### config.mk
export PLATFORM = sky130hd
export DESIGN_NAME = alu_seq32_flat
export DESIGN_NICKNAME = d
export VERILOG_FILES = /design/src/rtl/alu_seq32_if.sv /design/src/rtl/alu_seq32.sv /design/src/flat_wrapper.sv
export SDC_FILE = /design/constraint.sdc
export NUM_CORES = 1
export LEC_CHECK = 0
export CORE_UTILIZATION = 40
export DETAILED_ROUTE_END_ITERATION = 8
export PLACE_DENSITY = 0.76
export SYNTH_ARGS = -nofsm -noshare
export SYNTH_HDL_FRONTEND = slang
export SYNTH_SLANG_ARGS = --single-unit
export TNS_END_PERCENT = 5
### constraint.sdc
create_clock -name clk -period 4.04 [get_ports clk]
set_input_delay 0.606 -clock clk [delete_from_list [all_inputs] [get_ports clk]]
set_output_delay 0.606 -clock clk [all_outputs]
set_load 0.05 [all_outputs]
### src/rtl/alu_seq32_if.sv
// alu_seq32_if: request/response bus of the 32-bit ALU sequencer (half field only with ALU_SEQ32_HALF_EN)
interface alu_seq32_if;
  logic        req;
  logic [2:0]  op;
  logic [31:0] opa, opb;
  logic        ready, done;
  logic [31:0] result;
  logic        carry, equal;
`ifdef ALU_SEQ32_HALF_EN
  logic        half;
  modport master (output req, op, opa, opb, half, input ready, done, result, carry, equal);
  modport slave (input req, op, opa, opb, half, output ready, done, result, carry, equal);
`else
  modport master (output req, op, opa, opb, input ready, done, result, carry, equal);
  modport slave (input req, op, opa, opb, output ready, done, result, carry, equal);
`endif
endinterface

### src/rtl/alu_seq32.sv
// alu_seq32: two-pass 32-bit sequencer over a 16-bit 74181-style ALU; ALU_SEQ32_HALF_EN adds single-pass 16-bit ops
module alu_seq32 (
  input  logic        clk,
  input  logic        reset,
  alu_seq32_if.slave  bus,
  output logic [3:0]  alu_s,
  output logic        alu_m,
  output logic        alu_cil,
  output logic [15:0] alu_a,
  output logic [15:0] alu_b,
  input  logic [15:0] alu_z,
  input  logic        alu_co,
  input  logic        alu_aeb
);
  typedef enum logic [1:0] {IDLE, LO, HI} state_t;
  state_t      state;
  logic [2:0]  op;
  logic [31:0] opa, opb;
  logic        chain, lo_eq;
  logic        arith, cmp, use_carry;
`ifdef ALU_SEQ32_HALF_EN
  logic        half;
`endif
  assign cmp = &op;
  assign arith = ~op[2] | cmp;
  assign use_carry = ~op[2] & op[0];
  // ALU port: idle pattern in IDLE, else the half selected by the pass with its function and carry in
  always_comb begin
    alu_a = state == IDLE ? 16'h0 : state == HI ? opa[31:16] : opa[15:0];
    alu_b = state == IDLE ? 16'h0 : state == HI ? opb[31:16] : opb[15:0];
    alu_m = state == IDLE ? 1'b1 : ~arith;
    alu_s = state == IDLE ? 4'b0000 :
            op[2:1] == 2'b00 ? 4'b1001 :
            arith ? 4'b0110 :
            op[1:0] == 2'b00 ? 4'b1011 :
            op[1:0] == 2'b01 ? 4'b1110 : 4'b0110;
    alu_cil = state == HI ? chain :
              state == IDLE || !arith ? 1'b1 :
              use_carry ? ~bus.carry : ~op[1];
  end
  // sequencer: accept, low pass, high pass, registered result and flags
  always_ff @(posedge clk or posedge reset)
    if (reset) begin
      state      <= IDLE;
      bus.ready  <= 1'b1;
      bus.done   <= 1'b0;
      bus.result <= 32'h0;
      bus.carry  <= 1'b0;
      bus.equal  <= 1'b0;
      chain      <= 1'b1;
      lo_eq      <= 1'b0;
      op         <= 3'b000;
      opa        <= 32'h0;
      opb        <= 32'h0;
`ifdef ALU_SEQ32_HALF_EN
      half       <= 1'b0;
`endif
    end else begin
      bus.done <= 1'b0;
      case (state)
        IDLE: if (bus.req) begin
          op        <= bus.op;
          opa       <= bus.opa;
          opb       <= bus.opb;
`ifdef ALU_SEQ32_HALF_EN
          half      <= bus.half;
`endif
          bus.ready <= 1'b0;
          state     <= LO;
        end
        LO: begin
          chain <= alu_co;
          lo_eq <= alu_aeb;
          if (!cmp) bus.result[15:0] <= alu_z;
          state <= HI;
`ifdef ALU_SEQ32_HALF_EN
          if (half) begin
            if (!cmp) bus.result[31:16] <= 16'h0;
            if (arith) bus.carry <= ~alu_co;
            bus.equal <= alu_aeb;
            bus.done  <= 1'b1;
            bus.ready <= 1'b1;
            state     <= IDLE;
          end
`endif
        end
        HI: begin
          if (!cmp) bus.result[31:16] <= alu_z;
          if (arith) bus.carry <= ~alu_co;
          bus.equal <= lo_eq & alu_aeb;
          bus.done  <= 1'b1;
          bus.ready <= 1'b1;
          state     <= IDLE;
        end
        default: begin
          bus.ready <= 1'b1;
          state     <= IDLE;
        end
      endcase
    end
endmodule
### src/flat_wrapper.sv
// flat-port wrapper written by rule: the top's interface ports become plain ports
module alu_seq32_flat 
  (clk, reset, alu_s, alu_m, alu_cil, alu_a, alu_b, alu_z, alu_co, alu_aeb, bus_req, bus_op, bus_opa, bus_opb, bus_ready, bus_done, bus_result, bus_carry, bus_equal);
  alu_seq32_if bus_i ();
  input  logic clk;
  input  logic reset;
  output logic [3:0] alu_s;
  output logic alu_m;
  output logic alu_cil;
  output logic [15:0] alu_a;
  output logic [15:0] alu_b;
  input  logic [15:0] alu_z;
  input  logic alu_co;
  input  logic alu_aeb;
  input wire logic [$bits(bus_i.req)-1:0] bus_req;
  input wire logic [$bits(bus_i.op)-1:0] bus_op;
  input wire logic [$bits(bus_i.opa)-1:0] bus_opa;
  input wire logic [$bits(bus_i.opb)-1:0] bus_opb;
  output wire logic [$bits(bus_i.ready)-1:0] bus_ready;
  output wire logic [$bits(bus_i.done)-1:0] bus_done;
  output wire logic [$bits(bus_i.result)-1:0] bus_result;
  output wire logic [$bits(bus_i.carry)-1:0] bus_carry;
  output wire logic [$bits(bus_i.equal)-1:0] bus_equal;
  assign bus_i.req = bus_req;
  assign bus_i.op = bus_op;
  assign bus_i.opa = bus_opa;
  assign bus_i.opb = bus_opb;
  assign bus_ready = bus_i.ready;
  assign bus_done = bus_i.done;
  assign bus_result = bus_i.result;
  assign bus_carry = bus_i.carry;
  assign bus_equal = bus_i.equal;
  alu_seq32 u_core (.clk(clk), .reset(reset), .bus(bus_i), .alu_s(alu_s), .alu_m(alu_m), .alu_cil(alu_cil), .alu_a(alu_a), .alu_b(alu_b), .alu_z(alu_z), .alu_co(alu_co), .alu_aeb(alu_aeb));
endmodule
==> results of run 1 <==
-- per-layer routing --
layer	up-vias	track usage (%)	part of all wire (%)
met4	0	4.54	0.69
met5	-	0	0
met2	125	29.4	47
met1	1517	21.9	44
met3	6	5.00	8.6
li1	1507	-	-
-- critical path, delay by kind of cell, from the launching register on --
kind	cells	cell delay, ps
AO/OA/AOI/OAI	1	190
AND/OR/NAND/NOR	1	70
buffers and inverters	2	1190
flip-flops	1	750
-- how the worst max path moves through the flow --
| stage | from | slack (ps) | to |
|---|---|---|---|
| after floorplan | reset | 620 | u_core.bus.carry |
| after global placement | u_core.state[1] | 1250 | alu_b[10] |
| after detailed placement | u_core.state[1] | 1200 | alu_b[12] |
| after CTS | u_core.state[1] | 850 | alu_b[12] |
| after global routing | u_core.state[1] | 760 | alu_b[10] |
| final | u_core.state[1] | 900 | alu_b[5] |
-- kinds of logic after synthesis --
kind of cell,share of synthesized area [%]
AO/OA/AOI/OAI,4.72
multiplexers,26.2
buffers and inverters,2.73
flip-flops,59.2
AND/OR/NAND/NOR,7.18
-- cell type report --
type                            count  area (um^2)
Sequential cell                   107         2680
Multi-Input combinational cell    217         1730
Timing Repair Buffer              164         1650
Fill cell                         908         4400
Clock buffer                       10          229
Clock inverter                      6         70.1
Tap cell                          140          175
Inverter                            2         10.0
-- sequential cells by signal, summed over array words and instances (netlist names) --
register	flops
u_core.bus.carry	1
u_core.bus.done	1
u_core.bus.equal	1
u_core.bus.ready	1
u_core.bus.result	32
u_core.chain	1
u_core.lo_eq	1
u_core.op	3
u_core.opa	32
u_core.opb	32
u_core.state	2
-- cells in the final DEF (no fill, tap or decap), drive strengths merged --
cell           instances
clkdlybuf4s50        161
dfrtp                105
mux2                 102
nand2                 62
o21ai                 31
clkbuf                10
nor2                   7
inv                    5
a22o                   3
buf                    3
nand3                  2
a21oi                  2
a31oi                  2
dfstp                  2
nor2b                  2
clkinv                 2
nand2b                 1
and2                   1
a21bo                  1
nand4bb                1
bufinv                 1
-- power by group --
part	internal, W	switching, W	leakage [nW]
combinational	0.000837	0.00126	1.27
clock	0.000488	0.000389	0.148
sequential	0.00142	0.000211	1.25
total	0.00275	0.00186	2.67
-- per-stage QoR --
| stage | utilization [%] | setup slack [ps] | hold WS (ps) | instance area, um^2 | cells |
|---|---|---|---|---|---|
| 6_report | 59.8 | 903 | 487 | 6540 | 646 |
| 5_1_grt | 59.8 | 762 | 522 | 6540 | 646 |
| 4_1_cts | 59.8 | 853 | 489 | 6540 | 646 |
| 3_5_place_dp | 57.1 | 1200 | 476 | 6240 | 630 |
| 3_3_place_gp | 57.1 | 1250 | 458 | 6240 | 630 |
| 2_1_floorplan | - | 620 | 471 | 4530 | 347 |
==> impl_metrics.py, run 1 <==
metrics = {
    "placed_design": {
        "place.gp.congestion": 0.772,
        "dp.final_hpwl_um": 7060,
        "numPortBuffers": 161,
    },
    "drt": {
        "via_count": 3155,
        "drt-wirelength-per-cell_um": 15.7,
        "first_iter_violations": 87,
        "dr.pass1.iters": 4,
        "ant_nets": 0,
        "finalWirelength_um": 10100,
        "route.detailed.vias_per_inst": 4.88,
        "drc": 0,
    },
    "cts": {
        "tritoncts.num_buffers": 9,
        "root_buffer_cell": "clkbuf_16",
        "cts_max_path_buffers": 2,
        "cts_tree": "built",
        "h_tree_level_count": 3,
        "post_cts_resize_count": 0,
        "cts.sink_count": 107,
        "cts.hold.buffers_added": 0,
        "postCtsSetupRepairBufs": 0,
        "clkSlewWorstSetupHoldPaths_ps": 70,
        "insertion_delay_ps": 330,
    },
    "critical_path": {
        "timing.critical_path.required_ps": 3430,
        "category_of_the_critical_setup_timing_path": "flop to output port",
        "cp-start-kind": "flop",
        "worst_setup_path_end_kind": "output port",
        "number_of_cells_on_the_worst_reg_to_reg_path": 3,
        "critical_register_to_register_path_endpoint": "u_core.opb[1]",
        "reg2reg_from": "u_core.state[0]",
        "critPathMaxStageDelay_ps": 840,
        "timing.critical_path.fanout_max": 18,
        "cell_by_cell_listing_of_the_critical_path": "buf_4, nand2_1, o21ai_0, clkdlybuf4s50_1",
        "ff2ff_setup_slack_ps": 1800,
        "worst_ep_arrival_time_ps": 2530,
        "crit_slowest_cell": "clkdlybuf4s50_1",
    },
    "finish": {
        "antenna-diode-count": 0,
        "finish.net_count": 589,
        "post_route_cells_drive_above_1_share_pct": 25.9,
        "area_delta_synth_final_pct": 44.4,
    },
    "power_and_ir_drop": {
        "vdd_ir_drop_max_uv": 622,
        "cellPowerDensity_nw_per_um2": 705,
        "post-layout-total-power_w": 0.00461,
        "leakagePower_nw": 2.67,
    },
    "floorplan": {
        "placementRows": 38,
        "boundaryPins": 162,
        "die_y_um": 108,
        "die_x_um": 108,
        "fp.dieArea_um2": 11800,
        "floorplan.initialDensity_pct": 41.4,
        "core_um2": 10900,
    },
    "logic_synthesis": {
        "library_cell_occupying_the_most_area_in_the_post_synthesis_netlist": "dfrtp_1",
        "yosysWarningCount": 0,
        "ys_async_sr_fraction_pct": 100,
        "synth_common_cells": "dfrtp_1, mux2_2, nand2_1, o21ai_0, mux2_4",
        "synthesis.area_per_instance_um2": 13.1,
        "most_numerous_cell_in_the_yosys_netlist": "dfrtp_1",
        "leading_register_cell_type_out_of_synthesis": "dfrtp_1",
        "ys_top_cells_by_area": "dfrtp_1, mux2_2, nand2_1, o21ai_0, mux2_4",
        "synth_sequential_area_ratio_pct": 59.2,
        "syn-num-nets": 435,
        "synth_enable_flop_cells": 0,
        "post_synth_num_cell_types": 26,
        "postSynthCellCount": 347,
        "ys_seq_elements": 107,
        "synth_area_um2": 4530,
        "yosysTopAreaCellShare_pct": 58.0,
    },
    "grt": {
        "grtUsageTotal_pct": 17.4,
        "grt_pass1_wl_um": 16000,
        "first_global_vias": 3326,
        "globalRouteOverflowTotal": 0,
        "grt_antenna_before_repair": 0,
        "pin_count_of_the_biggest_net_entering_global_routing": 70,
    },
    "worst_hold_path": {
        "holdPathEnd": "u_core.bus.ready",
        "worst_hold_startpoint": "u_core.bus.ready",
        "hold_path_depth": 2,
        "hp-class": "flop to flop",
    },
    "timing": {
        "worstMarginPinSlew_ps": 956,
        "timing_hold_violations_final": 0,
        "setup_repair_after_global_routing_missed_its_margin": "no",
        "finalSetupTns_ps": 0,
        "worst_slew_margin_rel_pct": 36.3,
        "fmaxAchievable_mhz": 319,
        "max_slew_violation_total_from_the_final_report": 0,
        "finClkSkew_ps": 8.99,
        "setup_violations": 0,
        "period_minus_slack_ps": 3140,
        "fin_crit_sh_pct": 77.6,
    },
    "run_status": {
        "status": "complete, no violations",
    },
    "run": {
        "max_cap_viol_count": 0,
    },
}
Power figures use the tool's default switching activity.
==> run 2: changes to the inputs <==
Clock period 4.04 ns to 3.15 ns, I/O delays scaled along.
==> impl_metrics.py, run 2 (same netlist as run 1, synthesis figures left out) <==
metrics = {
    "run_status": {
        "status": "complete, no violations",
    },
    "timing": {
        "period_minus_slack_ps": 2850,
        "worstMarginPinSlew_ps": 786,
        "finClkSkew_ps": 10.5,
        "max_slew_violation_total_from_the_final_report": 0,
        "worst_slew_margin_rel_pct": 47.5,
        "timing_hold_violations_final": 0,
        "finalSetupTns_ps": 0,
        "setup_repair_after_global_routing_missed_its_margin": "no",
        "setup_violations": 0,
        "fmaxAchievable_mhz": 351,
        "fin_hold_ws_ps": 487,
        "fin_crit_sh_pct": 90.4,
    },
    "placed_design": {
        "place.gp.congestion": 0.778,
        "dp.final_hpwl_um": 7410,
        "numPortBuffers": 161,
        "post-place-cells": 635,
    },
    "critical_path": {
        "cp-start-kind": "flop",
        "timing.critical_path.fanout_max": 33,
        "reg2reg_from": "u_core.state[0]",
        "worst_setup_path_end_kind": "output port",
        "worst_ep_arrival_time_ps": 2380,
        "startpoint": "u_core.state[0]",
        "timing.critical_path.required_ps": 2680,
        "category_of_the_critical_setup_timing_path": "flop to output port",
    },
    "drt": {
        "dr.pass1.iters": 4,
        "finalWirelength_um": 10400,
        "drt-wirelength-per-cell_um": 16.0,
        "via_count": 3226,
        "first_iter_violations": 116,
        "route.detailed.vias_per_inst": 4.96,
        "drc": 0,
        "ant_nets": 0,
    },
    "grt": {
        "grt_antenna_before_repair": 0,
        "grt_pass1_wl_um": 16600,
        "first_global_vias": 3327,
        "globalRouteOverflowTotal": 0,
        "pin_count_of_the_biggest_net_entering_global_routing": 44,
        "grtUsageTotal_pct": 18.4,
    },
    "cts": {
        "cts.hold.buffers_added": 0,
        "post_cts_resize_count": 0,
        "insertion_delay_ps": 340,
        "cts_max_path_buffers": 2,
        "postCtsSetupRepairBufs": 0,
        "h_tree_level_count": 3,
        "root_buffer_cell": "clkbuf_16",
        "clkSlewWorstSetupHoldPaths_ps": 70,
        "tritoncts.num_buffers": 9,
        "cts.sink_count": 107,
        "cts_tree": "built",
    },
    "finish": {
        "layout.cells.most_common": "clkdlybuf4s50_1",
        "final_core_util_pct": 60.6,
        "antenna-diode-count": 0,
        "post_layout_nonfiller_instances": 651,
        "area_delta_synth_final_pct": 46.2,
        "finish.net_count": 594,
        "post_route_cells_drive_above_1_share_pct": 28.6,
        "final_cell_mix": "clkdlybuf4s50_1, dfrtp_1, mux2_2",
        "reg_top3": "u_core.bus.result: 32 flops, u_core.opa: 32 flops, u_core.opb: 32 flops",
    },
    "floorplan": {
        "boundaryPins": 162,
        "die_y_um": 108,
        "core_um2": 10900,
        "floorplan.initialDensity_pct": 41.4,
        "fp.dieArea_um2": 11800,
        "placementRows": 38,
        "die_x_um": 108,
    },
    "run": {
        "max_cap_viol_count": 0,
    },
    "worst_hold_path": {
        "hp-class": "flop to flop",
        "worst_hold_startpoint": "u_core.bus.equal",
    },
    "power_and_ir_drop": {
        "vdd_ir_drop_max_uv": 656,
        "leakagePower_nw": 2.72,
        "cellPowerDensity_nw_per_um2": 907,
        "post-layout-total-power_w": 0.00601,
    },
}
## run 2: layout make-up
type,count,area [um^2]
clock buffer,12,236
multi-input combinational,217,1730
fill,895,4310
clock inverter,4,75.1
timing repair buffer,169,1720
tap,140,175
sequential,107,2680
inverter,2,11.3
## run 2: stage by stage
stage                     instance area (um^2)  worst slack [ps]
after floorplan                           4530               777
after global placement                    6310               717
after detailed placement                  6310               651
after CTS                                 6620               287
after global routing                      6620               131
final                                     6620               302
## run 2: report_power, final
group	internal, W	leakage [nW]	switching (W)	total [W]
Combinational	0.00109	1.33	0.00164	0.00273
Clock	0.000699	0.143	0.000491	0.00119
Sequential	0.00183	1.25	0.000260	0.00209
## run 2: worst paths after layout
path                                          to  slack, ps  cells after the start
max in group asynchronous       u_core.bus.ready       1790                      3
min in group asynchronous         u_core.opb[24]        630                      2
worst min register to register  u_core.bus.equal        490                      2
worst min-delay path            u_core.bus.equal        490                      2
worst max-delay path                    alu_s[1]        300                      4
worst max register to register    u_core.opa[25]        820                      5
## run 2: worst max-delay path: stages (launching register included)
cell	delay (ps)
dfrtp_2	710
buf_4	310
nor2_4	70
nor2_1	120
clkdlybuf4s50_1	820
## run 2: routing by layer
| metal | global-route usage (%) | part of all wire (%) | vias up |
|---|---|---|---|
| met5 | 0 | 0 | - |
| met4 | 6.47 | 1.5 | 0 |
| met2 | 28.8 | 47 | 110 |
| li1 | - | - | 1517 |
| met3 | 5.42 | 8.2 | 14 |
| met1 | 24.2 | 43 | 1585 |
